File: src/rtl/sha256_pkg.sv
// sha256_pkg: shared definitions for the SHA-256 round sequencer.
//   - sha256_state_e : sequencer FSM states
//   - SHA256_ROUNDS  : default number of compression rounds
//   - SCHED_BOUND    : first round whose W comes from the schedule recurrence
//   - SHA256_IV      : initial hash values; these are the DEFAULT_VALUE of the
//                      hash register instances that hash_init reloads
package sha256_pkg;

  typedef enum logic [2:0] {
    IDLE,
    LOAD,
    ROUND,
    UPDATE,
    DONE
  } sha256_state_e;

  localparam int SHA256_ROUNDS = 64;
  localparam int SCHED_BOUND   = 16;

  localparam logic [31:0] SHA256_IV [8] = '{
    32'h6a09e667, 32'hbb67ae85, 32'h3c6ef372, 32'ha54ff53a,
    32'h510e527f, 32'h9b05688c, 32'h1f83d9ab, 32'h5be0cd19
  };

endpackage

File: src/rtl/sha256_round_ctrl_if.sv
// sha256_round_ctrl_if: block-level handshake and datapath control bundle.
//   Host side : start, first_block (in to controller), ready, busy, done.
//   Datapath  : hash_init, load_work, round_en, round_idx, w_sel, hash_we.
//   Optional  : abort / aborted when SHA256_CTRL_ABORT_EN is defined.
// Modports: master = host/datapath side, slave = the sequencer.
interface sha256_round_ctrl_if #(
  parameter int IDX_W = 6
);

  logic             start;
  logic             first_block;
  logic             ready;
  logic             busy;
  logic             hash_init;
  logic             load_work;
  logic             round_en;
  logic [IDX_W-1:0] round_idx;
  logic             w_sel;
  logic             hash_we;
  logic             done;

`ifdef SHA256_CTRL_ABORT_EN
  logic             abort;
  logic             aborted;

  modport master (
    output start, first_block, abort,
    input  ready, busy, hash_init, load_work, round_en, round_idx,
           w_sel, hash_we, done, aborted
  );

  modport slave (
    input  start, first_block, abort,
    output ready, busy, hash_init, load_work, round_en, round_idx,
           w_sel, hash_we, done, aborted
  );
`else
  modport master (
    output start, first_block,
    input  ready, busy, hash_init, load_work, round_en, round_idx,
           w_sel, hash_we, done
  );

  modport slave (
    input  start, first_block,
    output ready, busy, hash_init, load_work, round_en, round_idx,
           w_sel, hash_we, done
  );
`endif

endinterface

File: src/rtl/sha256_round_counter.sv
// sha256_round_counter: round index counter for the SHA-256 sequencer.
//   clk, reset : clock and synchronous active-high reset
//   clr        : synchronous clear to 0 (wins over en)
//   en         : advance; wraps to 0 after ROUNDS-1
//   count      : current round index
//   tc         : terminal count, high when count == ROUNDS-1
module sha256_round_counter
  import sha256_pkg::*;
#(
  parameter int ROUNDS = SHA256_ROUNDS,
  parameter int IDX_W  = 6
) (
  input  logic             clk,
  input  logic             reset,
  input  logic             clr,
  input  logic             en,
  output logic [IDX_W-1:0] count,
  output logic             tc
);

  assign tc = (count == IDX_W'(ROUNDS - 1));

  // Wrapping on tc leaves the counter at 0 once the last round is done,
  // so round_idx idles at 0 without a separate clear.
  always_ff @(posedge clk) begin
    if (reset || clr) begin
      count <= '0;
    end else if (en) begin
      count <= tc ? '0 : count + IDX_W'(1);
    end
  end

endmodule

File: src/rtl/sha256_round_ctrl.sv
// sha256_round_ctrl: sequencer for the SHA-256 compression datapath.
//   clk, reset : clock and synchronous active-high reset
//   bus        : sha256_round_ctrl_if.slave
//                start/first_block in; ready/busy/done to the host;
//                hash_init, load_work, round_en, round_idx, w_sel, hash_we
//                to the hash register bank and round datapath.
// Sequence per accepted block: LOAD -> ROUND x ROUNDS -> UPDATE -> DONE.
// Optional feature macro: SHA256_CTRL_ABORT_EN adds abort/aborted.
// ROUNDS must be >= 16 and 2**IDX_W must be >= ROUNDS.
module sha256_round_ctrl
  import sha256_pkg::*;
#(
  parameter int ROUNDS = SHA256_ROUNDS,
  parameter int IDX_W  = 6
) (
  input logic                clk,
  input logic                reset,
  sha256_round_ctrl_if.slave bus
);

  sha256_state_e    state;
  logic [IDX_W-1:0] count;
  logic             tc;
  logic             cnt_clr;
  logic             cnt_en;
  logic             abort_hit;

  logic ready_q;
  logic busy_q;
  logic hash_init_q;
  logic load_work_q;
  logic round_en_q;
  logic hash_we_q;
  logic done_q;

`ifdef SHA256_CTRL_ABORT_EN
  logic aborted_q;

  // Abort only matters while a block is in flight; IDLE and DONE ignore it.
  assign abort_hit = bus.abort &&
                     (state == LOAD || state == ROUND || state == UPDATE);

  always_ff @(posedge clk) begin
    if (reset) begin
      aborted_q <= 1'b0;
    end else begin
      aborted_q <= abort_hit;
    end
  end

  assign bus.aborted = aborted_q;
`else
  assign abort_hit = 1'b0;
`endif

  // An abort clears the counter too, so the IDLE it lands in shows index 0.
  assign cnt_clr = (state == LOAD) || abort_hit;
  assign cnt_en  = (state == ROUND) && !abort_hit;

  sha256_round_counter #(
    .ROUNDS (ROUNDS),
    .IDX_W  (IDX_W)
  ) u_counter (
    .clk   (clk),
    .reset (reset),
    .clr   (cnt_clr),
    .en    (cnt_en),
    .count (count),
    .tc    (tc)
  );

  // Outputs are registered alongside the state transition that enters the
  // state they belong to. hash_init is captured from first_block on the
  // accepting edge, which is the only time first_block is looked at.
  always_ff @(posedge clk) begin
    if (reset) begin
      state       <= IDLE;
      ready_q     <= 1'b1;
      busy_q      <= 1'b0;
      hash_init_q <= 1'b0;
      load_work_q <= 1'b0;
      round_en_q  <= 1'b0;
      hash_we_q   <= 1'b0;
      done_q      <= 1'b0;
    end else begin
      hash_init_q <= 1'b0;
      load_work_q <= 1'b0;
      hash_we_q   <= 1'b0;
      done_q      <= 1'b0;
      case (state)
        IDLE: begin
          if (bus.start) begin
            state       <= LOAD;
            ready_q     <= 1'b0;
            busy_q      <= 1'b1;
            load_work_q <= 1'b1;
            hash_init_q <= bus.first_block;
          end
        end
        LOAD: begin
          state      <= ROUND;
          round_en_q <= 1'b1;
        end
        ROUND: begin
          if (tc) begin
            state      <= UPDATE;
            round_en_q <= 1'b0;
            hash_we_q  <= 1'b1;
          end
        end
        UPDATE: begin
          state  <= DONE;
          done_q <= 1'b1;
        end
        DONE: begin
          state   <= IDLE;
          ready_q <= 1'b1;
          busy_q  <= 1'b0;
        end
        default: begin
          state   <= IDLE;
          ready_q <= 1'b1;
          busy_q  <= 1'b0;
        end
      endcase
      if (abort_hit) begin
        state      <= IDLE;
        ready_q    <= 1'b1;
        busy_q     <= 1'b0;
        round_en_q <= 1'b0;
        hash_we_q  <= 1'b0;
        done_q     <= 1'b0;
      end
    end
  end

  assign bus.ready     = ready_q;
  assign bus.busy      = busy_q;
  assign bus.hash_init = hash_init_q;
  assign bus.load_work = load_work_q;
  assign bus.round_en  = round_en_q;
  assign bus.round_idx = count;
  assign bus.w_sel     = round_en_q && (count >= IDX_W'(SCHED_BOUND));
  assign bus.hash_we   = hash_we_q;
  assign bus.done      = done_q;

endmodule

File: src/flat_wrapper.sv
// flat-port wrapper written by rule: the top's interface ports become plain ports
module sha256_round_ctrl_flat import sha256_pkg::*;
#(
  parameter int ROUNDS = SHA256_ROUNDS,
  parameter int IDX_W  = 6
)
  (clk, reset, bus_start, bus_first_block, bus_ready, bus_busy, bus_hash_init, bus_load_work, bus_round_en, bus_round_idx, bus_w_sel, bus_hash_we, bus_done);
  sha256_round_ctrl_if #(.IDX_W(IDX_W)) bus_i ();
  input logic clk;
  input logic reset;
  input wire logic [$bits(bus_i.start)-1:0] bus_start;
  input wire logic [$bits(bus_i.first_block)-1:0] bus_first_block;
  output wire logic [$bits(bus_i.ready)-1:0] bus_ready;
  output wire logic [$bits(bus_i.busy)-1:0] bus_busy;
  output wire logic [$bits(bus_i.hash_init)-1:0] bus_hash_init;
  output wire logic [$bits(bus_i.load_work)-1:0] bus_load_work;
  output wire logic [$bits(bus_i.round_en)-1:0] bus_round_en;
  output wire logic [$bits(bus_i.round_idx)-1:0] bus_round_idx;
  output wire logic [$bits(bus_i.w_sel)-1:0] bus_w_sel;
  output wire logic [$bits(bus_i.hash_we)-1:0] bus_hash_we;
  output wire logic [$bits(bus_i.done)-1:0] bus_done;
  assign bus_i.start = bus_start;
  assign bus_i.first_block = bus_first_block;
  assign bus_ready = bus_i.ready;
  assign bus_busy = bus_i.busy;
  assign bus_hash_init = bus_i.hash_init;
  assign bus_load_work = bus_i.load_work;
  assign bus_round_en = bus_i.round_en;
  assign bus_round_idx = bus_i.round_idx;
  assign bus_w_sel = bus_i.w_sel;
  assign bus_hash_we = bus_i.hash_we;
  assign bus_done = bus_i.done;
  sha256_round_ctrl #(.ROUNDS(ROUNDS), .IDX_W(IDX_W)) u_core (.clk(clk), .reset(reset), .bus(bus_i));
endmodule
File: config.mk
export PLATFORM = sky130hd
export DESIGN_NAME = sha256_round_ctrl_flat
export DESIGN_NICKNAME = d
export VERILOG_FILES = /design/src/rtl/sha256_pkg.sv /design/src/rtl/sha256_round_ctrl_if.sv /design/src/rtl/sha256_round_counter.sv /design/src/rtl/sha256_round_ctrl.sv /design/src/flat_wrapper.sv
export SDC_FILE = /design/constraint.sdc
export NUM_CORES = 1
export LEC_CHECK = 0
export CORE_MARGIN = 2
export CORE_UTILIZATION = 25
export CTS_BUF_LIST = sky130_fd_sc_hd__clkbuf_16
export DETAILED_ROUTE_END_ITERATION = 12
export GPL_TIMING_DRIVEN = 0
export HOLD_SLACK_MARGIN = 0.02
export PLACE_DENSITY = 0.57
export REMOVE_ABC_BUFFERS = 1
export SLEW_MARGIN = 30
export SYNTH_ARGS = -nofsm -noshare
export SYNTH_HDL_FRONTEND = slang
export SYNTH_SLANG_ARGS = --single-unit
File: constraint.sdc
create_clock -name clk -period 2.98 [get_ports clk]
set_input_delay 0.298 -clock clk [delete_from_list [all_inputs] [get_ports clk]]
set_output_delay 0.298 -clock clk [all_outputs]
set_load 0.05 [all_outputs]
-- Word-level counts from Yosys, hierarchy flattened
Cells that the tools add are included.
- word-level logic and storage cells: 45
- register bits after elaboration: 16
- $add $sub $neg: 1
- equality and inequality tests: 6
- bitwise operators: 4
- reductions and logical operators: 11
- muxes and demuxes: 13
- order comparisons: 1
- operators with widths (operator ; number):
    $pmux W3 S4 ; 1
    $add A6 B1 Y6 const B ; 1
    $eq A3 B2 Y1 const B ; 2
    $eq A6 B6 Y1 const B ; 1
    $ge A6 B5 Y1 const B ; 1
    $mux W1 ; 6
    $mux W3 ; 2
    $mux W6 ; 1
    $pmux W1 S2 ; 3
    $reduce_and A2 Y1 ; 3
    $reduce_or A3 Y1 ; 2
    $ne A2 B2 Y1 const B ; 2
    $not A1 Y1 ; 4
    $reduce_or A2 Y1 ; 2
    $eq A3 B1 Y1 const B ; 1
    $logic_not A3 Y1 ; 1
    $reduce_bool A2 Y1 ; 1
    $logic_and A1 B1 Y1 ; 1
    $logic_or A1 B1 Y1 ; 1

-- Depth between registers and ports, before layout
Gate-level depths: netlist of the first run.
- word-level depth: 4
- gate-level depth with buffers: 5

-- Cells and area by module
From an unflattened synthesis of the first run, not the netlist that was laid out.
- cell total of the unflattened synthesis: 67
- area, all modules: 660.6 um^2
- by module, submodules not included (module ; seq. area each (um^2) ; area each (um^2) ; times used ; cells each):
    sha256_round_ctrl ; 200.2 ; 380.4 ; 1 ; 37
    sha256_round_counter ; 120.1 ; 280.3 ; 1 ; 30

-- Worst setup path after synthesis of the first run
OpenSTA, ideal clock, no wires.
- kind: flip-flop to flip-flop
- start point: reg u_core.u_counter.count[0]
- end point: reg u_core.u_counter.count[3]
- clock period less this slack: 1.478 ns
- buffers on the path: 0
- library setup time: 0.121 ns
- arrival time: 1.358 ns
- slack: 1.502 ns
- data required time: 2.859 ns
- cell stages (with the launch flop): 5
- cells stage by stage: dfxtp_1 -> ha_1 -> nand3_1 -> a31oi_1 -> nor2_1
- cells in the longest elaborated chain, start to end: 2
- elaborated cells on any way between the ends: 3
- classes of those cells: add/sub: 1; eq/ne: 1; mux: 1
- RTL lines (item ; line ; text):
    start, declared ; sha256_round_counter.sv:17 ; output logic [IDX_W-1:0] count,
    start signal, assigned ; sha256_round_counter.sv:29 ; count <= tc ? '0 : count + IDX_W'(1);
    $add A6 B1 Y6 or $eq A6 B6 Y1 (tied branches) ; sha256_round_counter.sv:29, sha256_round_counter.sv:21 ;
    $mux W6 * ; sha256_round_counter.sv:29 ;
Mark *: on every way between the ends. The rest lies on a longest branch, timed or not.
A chain may end at the register's enable or synchronous reset.

-- Final worst setup path of the first run
- start point: reg u_core.u_counter.count[4]
- end point: out bus_w_sel
- cells in the longest elaborated chain, start to end: 2
- RTL lines (item ; line ; text):
    $ge A6 B5 Y1 ; sha256_round_ctrl.sv:143 ; assign bus.w_sel = round_en_q && (count >= IDX_W'(SCHED_BOUND));
    $logic_and A1 B1 Y1 ; sha256_round_ctrl.sv:143 ;
    end, declared ; flat_wrapper.sv:19 ; output wire logic [$bits(bus_i.w_sel)-1:0] bus_w_sel;
No other way between the ends.

==> impl_metrics.json, run 1 <==
{
  "rsz0062_at_grt": "false",
  "slew_headroom_pct": 66.5,
  "ios": 18,
  "rrSetupSlack_ps": 1560,
  "end_kind": "primary output",
  "cts_tree": "yes",
  "drc_errors": 0,
  "clk_path_buf_depth": 2,
  "clkPwrFrac_pct": 45.6,
  "startpoint_type": "flop",
  "first_global_vias": 518,
  "vias": 537,
  "io_buffers": 17,
  "hold_buffers": 0,
  "synth_edf_count": 0,
  "p_per_area_mw_per_mm2": 624,
  "swShare_pct": 23.9,
  "tns_ps": 0,
  "critPathArrivalTime_ps": 1570,
  "track_usage_pct": 10.6,
  "avgSynthCellArea_um2": 9.54,
  "cts_resized": 0,
  "yosys_warnings": 0,
  "synth_area_leaders": "dfxtp_1 (50%), nor2_1 (5.3%), nand2_1 (4.1%)",
  "cts_made_buffers": 3,
  "post_drt_wl_per_cell_um": 10.9,
  "yosysSeqAreaShare_pct": 50.1,
  "dr.pass1.iters": 4,
  "clock_latency_ps": 240,
  "post-cts-setup-buffers": 0,
  "grt_max_degree": 10,
  "top_usage_layer": "met2",
  "row_count": 18,
  "vias_per_cell": 4.67,
  "start_util_pct": 26.0,
  "reg2reg_depth": 4,
  "fmax_ghz": 0.534,
  "outcome": "completed",
  "drt_iter0_markers": 9,
  "critPathKind": "flop to primary output",
  "ant_nets": 0,
  "min_from": "u_core.bus.ready",
  "path_clk_slew_ps": 50,
  "synth_most_common_cell": "dfxtp_1",
  "numClockSinks": 16,
  "yosys-top-cells-count": "dfxtp_1 (16), nor2_1 (9), nand2_1 (7), a21oi_1 (5)",
  "synth_area_um2": 639,
  "layout-drive-gt1-share_pct": 9.41,
  "tightest_slew_ps": 501,
  "fp.dieH_um": 54.6,
  "leakagePower_nw": 0.327,
  "p_comb_share_pct": 13.0,
  "totalWireLength_um": 1260,
  "synthCells": 67,
  "period_share_pct": 62.8,
  "core_mm2": 0.00245,
  "slew_viol_final": 0,
  "setup_slack_ps": 1110,
  "areaGrowthSynthToFinish_pct": 42.5,
  "min_period_ps": 1870,
  "holdPathStages": 2,
  "fin_util_pct": 37.1,
  "grt_pass1_wl_um": 2220,
  "dpl_cell_area_um2": 832,
  "crit_path_max_fanout": 5,
  "vdd_drop_max_mv": 0.391,
  "synth_top_cell_by_area": "dfxtp_1",
  "setup_viol": 0,
  "final_nets": 91,
  "skew_ps": 1.12,
  "antenna_cells": 0,
  "holdPathEnd": "u_core.bus.ready",
  "dieArea_mm2": 0.00298,
  "dp_cells": 111,
  "fp.dieW_um": 54.6,
  "ys.flop_type": "dfxtp_1",
  "pwr-share-seq_pct": 41.4,
  "fin_cells": 115,
  "min_path_type": "flop to flop",
  "met2_usage_pct": 16.3,
  "cap_violations": 0,
  "htree_levels": 1,
  "reg2reg_from": "u_core.state[1]",
  "synthDistinctLibCells": 26,
  "reg2reg_to": "u_core.u_counter.count[5]",
  "cts_root_buf": "clkbuf_16",
  "final_hold_viol_count": 0,
  "required_ps": 2680,
  "grt_use_met3_pct": 3.55,
  "dpl.hpwl_um": 910,
  "async_reset_ff_share_pct": 0,
  "overflow": 0,
  "gp_congestion": 0.759,
  "grt_antenna_before_repair": 0,
  "fin_area_um2": 911,
  "switchingPower_mw": 0.136,
  "dp_slack_ps": 1360,
  "synth_seq_cells": 16,
  "grtUsageMet1_pct": 13.3,
  "intPower_mw": 0.433,
  "synth_top_area_share_pct": 50.1
}
[through the flow]
stage               power, mW  hold WS [ps]
floorplan               0.289           370
global placement        0.313           438
detailed placement      0.314           435
CTS                     0.574           447
global route            0.596           493
finish                  0.569           446
[state kept, by name, indices dropped and copies added, names as in the netlist]
signal                  flops
u_core.u_counter.count      6
u_core.state                3
u_core.bus.busy             1
u_core.bus.done             1
u_core.bus.hash_init        1
u_core.bus.hash_we          1
u_core.bus.load_work        1
u_core.bus.ready            1
u_core.bus.round_en         1
[logic make-up (layout without fill, tap and decap cells)]
logic type | count (synthesis) | after routing | share of synthesized area (%)
AND/OR/NAND/NOR | 33 | 33 | 31.1
flip-flops | 16 | 16 | 50.1
AO/OA/AOI/OAI | 11 | 11 | 10.4
XOR/XNOR | 3 | 3 | 4.11
buffers and inverters | 3 | 21 | 2.35
adder cells (fa/ha/maj) | 1 | 1 | 1.96
[layout by cell type, fill, tap and decap left out, types with 2 or more instances in the layout]
master            n
nor3_1            2
nand2_1           7
and4bb_2          2
nor2_1            9
dfxtp_1          16
xor2_1            2
a21oi_1           5
nand4_1           3
clkdlybuf4s50_1  17
o21a_1            3
clkbuf_16         3
[power groups by stage]
stage	Sequential, mW	Clock [mW]	Combinational, mW
6_report	0.235	0.259	0.0742
5_1_grt	0.237	0.279	0.0797
4_1_cts	0.235	0.264	0.0751
3_5_place_dp	0.239	0	0.0748
3_3_place_gp	0.239	0	0.0743
2_1_floorplan	0.263	0	0.0258
[final cells by class]
cell class | count | area, µm²
fillers | 255 | 1540
flip-flops and latches | 16 | 320
multi-input cells | 48 | 304
repair buffers | 17 | 170
clock buffers | 3 | 75.1
well taps | 30 | 37.5
clock inverters | 1 | 3.75
[worst max-delay path, cell delays in order (launching register included)]
cell and delay (ps):
dfxtp_1 400, o21a_1 130, clkdlybuf4s50_1 790
[routing by layer]
metal  wire (µm)  part of all wire, %
met1         576                   46
met2         590                   47
met3          73                  5.8
met4          18                  1.4
met5           0                    0
[worst max path at each step]
stage / cells past startpoint / endpoint / start
after floorplan: 4 / u_core.u_counter.count[3] / u_core.u_counter.count[0]
after global placement: 2 / bus_w_sel / u_core.u_counter.count[4]
after detailed placement: 2 / bus_w_sel / u_core.u_counter.count[4]
after CTS: 2 / bus_w_sel / u_core.u_counter.count[4]
after global routing: 2 / bus_w_sel / u_core.u_counter.count[4]
final: 2 / bus_w_sel / u_core.u_counter.count[4]
(Power assumes the default switching activity.)
==> inputs of run 2 (changes only) <==
PLACE_DENSITY = 0.59   (was 0.57)
clock period = 1.7 ns   (was 2.98 ns; I/O delays follow)
==> impl_metrics.json, run 2 (synthesized netlist as in run 1, its figures left out) <==
{
  "critPathArrivalTime_ps": 1480,
  "ios": 18,
  "dpl.hpwl_um": 925,
  "cts_tree": "yes",
  "final_hold_viol_count": 0,
  "gp_congestion": 0.822,
  "tightest_slew_ps": 504,
  "fp.dieW_um": 54.6,
  "hold_buffers": 0,
  "antenna_cells": 0,
  "cts_made_buffers": 3,
  "grt_pass1_wl_um": 2140,
  "track_usage_pct": 9.94,
  "min_path_type": "flop to flop",
  "final_nets": 91,
  "regMostFlops": "u_core.u_counter.count",
  "setup_viol": 0,
  "fin_cells": 114,
  "slew_headroom_pct": 66.3,
  "top_usage_layer": "met2",
  "critPathKind": "flop to primary output",
  "drt_iter0_markers": 6,
  "clk_path_buf_depth": 2,
  "first_global_vias": 523,
  "dp_cells": 111,
  "start_util_pct": 26.0,
  "cap_violations": 0,
  "drc_errors": 0,
  "leakagePower_nw": 0.390,
  "setup_slack_ps": 49.5,
  "met2_usage_pct": 15.3,
  "grtUsageMet1_pct": 12.2,
  "fmax_ghz": 0.606,
  "end_kind": "primary output",
  "dr.pass1.iters": 4,
  "slew_viol_final": 0,
  "vias_per_cell": 4.64,
  "dpl_cell_area_um2": 832,
  "grt_antenna_before_repair": 0,
  "skew_ps": 3.23,
  "p_per_area_mw_per_mm2": 1080,
  "min_period_ps": 1650,
  "path_clk_slew_ps": 50,
  "rsz0062_at_grt": "false",
  "largest_reg_flops": 6,
  "overflow": 0,
  "vias": 529,
  "p_total_mw": 0.989,
  "cp_cell_sequence": "clkdlybuf4s50_1",
  "grt_use_met3_pct": 3.28,
  "dp_slack_ps": 209,
  "fillers": 249,
  "totalWireLength_um": 1290,
  "startpoint_type": "flop",
  "required_ps": 1530,
  "outcome": "completed",
  "core_mm2": 0.00245,
  "vdd_drop_max_mv": 0.646,
  "crit_path_max_fanout": 5,
  "post_drt_wl_per_cell_um": 11.3,
  "max_stage_delay_ps": 830,
  "htree_levels": 1,
  "grt_max_degree": 10,
  "io_buffers": 17,
  "fp.dieH_um": 54.6,
  "row_count": 18,
  "cts_root_buf": "clkbuf_16",
  "crit_slowest_cell": "clkdlybuf4s50_1",
  "numClockSinks": 16,
  "tns_ps": 0,
  "post-cts-setup-buffers": 0,
  "ant_nets": 0,
  "cpLargestDelayFamily": "buffers and inverters",
  "layout-drive-gt1-share_pct": 9.52,
  "period_share_pct": 97.1,
  "hold_ws_ps": 464,
  "critPathBufInv": 1,
  "clock_latency_ps": 240,
  "top_regs": "u_core.u_counter.count: 6 flops, u_core.state: 3 flops",
  "fin_util_pct": 37.2,
  "final_common_cell": "dfxtp_1",
  "fin_area_um2": 912,
  "dieArea_mm2": 0.00298,
  "areaGrowthSynthToFinish_pct": 42.7,
  "final_cell_mix": "dfxtp_1 (16), clkdlybuf4s50_1 (12), nor2_1 (9)"
}
run 2: cell types whose count changed in the layout (fill, tap and decap cells not counted), sizes merged:
cell | previous run | this run
dlymetal6s2s | 0 | 3
clkdlybuf4s50 | 17 | 12
clkinv | 1 | 0
dlygate4sd2 | 0 | 2
run 2: path summary, 6_finish.rpt:
| kind | cells after the start | start | slack, ps | end |
|---|---|---|---|---|
| setup / recovery | 1 | u_core.u_counter.count[4] | 50 | bus_round_idx[4] |
| hold / removal | 2 | u_core.bus.ready | 460 | u_core.bus.ready |
| setup reg to reg | 4 | u_core.state[1] | 270 | u_core.u_counter.count[5] |
| hold reg to reg | 2 | u_core.bus.ready | 460 | u_core.bus.ready |
run 2: cell type report:
type / count / area, µm² / share of cell area (%)
sequential: 16 / 320 / 35.1
clock buffer: 3 / 75.1 / 8.23
tap: 30 / 37.5 / 4.12
timing repair buffer: 17 / 175 / 19.2
multi-input combinational: 48 / 304 / 33.3
run 2: repair_timing:
| action | 4_1_cts | 5_1_grt |
|---|---|---|
| cloned | 0 | 0 |
| setup endpoints to repair | 2 | 3 |
| gates resized for setup | 2 | 3 |
run 2: worst register-to-register path, delay by kind of cell (launching register included):
| kind | cells | cell delay [ps] |
|---|---|---|
| simple gates | 3 | 790 |
| compound gates | 1 | 140 |
| flops | 1 | 440 |
run 2: layer usage:
layer  part of all wire (%)  vias to the layer above  routed length (µm)
met2                     46                       14                 593
met5                      0                        -                   0
li1                       -                      272                   -
met4                      0                        0                   0
met3                    4.6                        0                  59
met1                     49                      243                 631
run 2: report_power, final:
| part | total (mW) | internal [mW] | switching, mW |
|---|---|---|---|
| clock | 0.445 | 0.308 | 0.137 |
| sequential | 0.412 | 0.394 | 0.0187 |
| combinational | 0.131 | 0.0532 | 0.0782 |
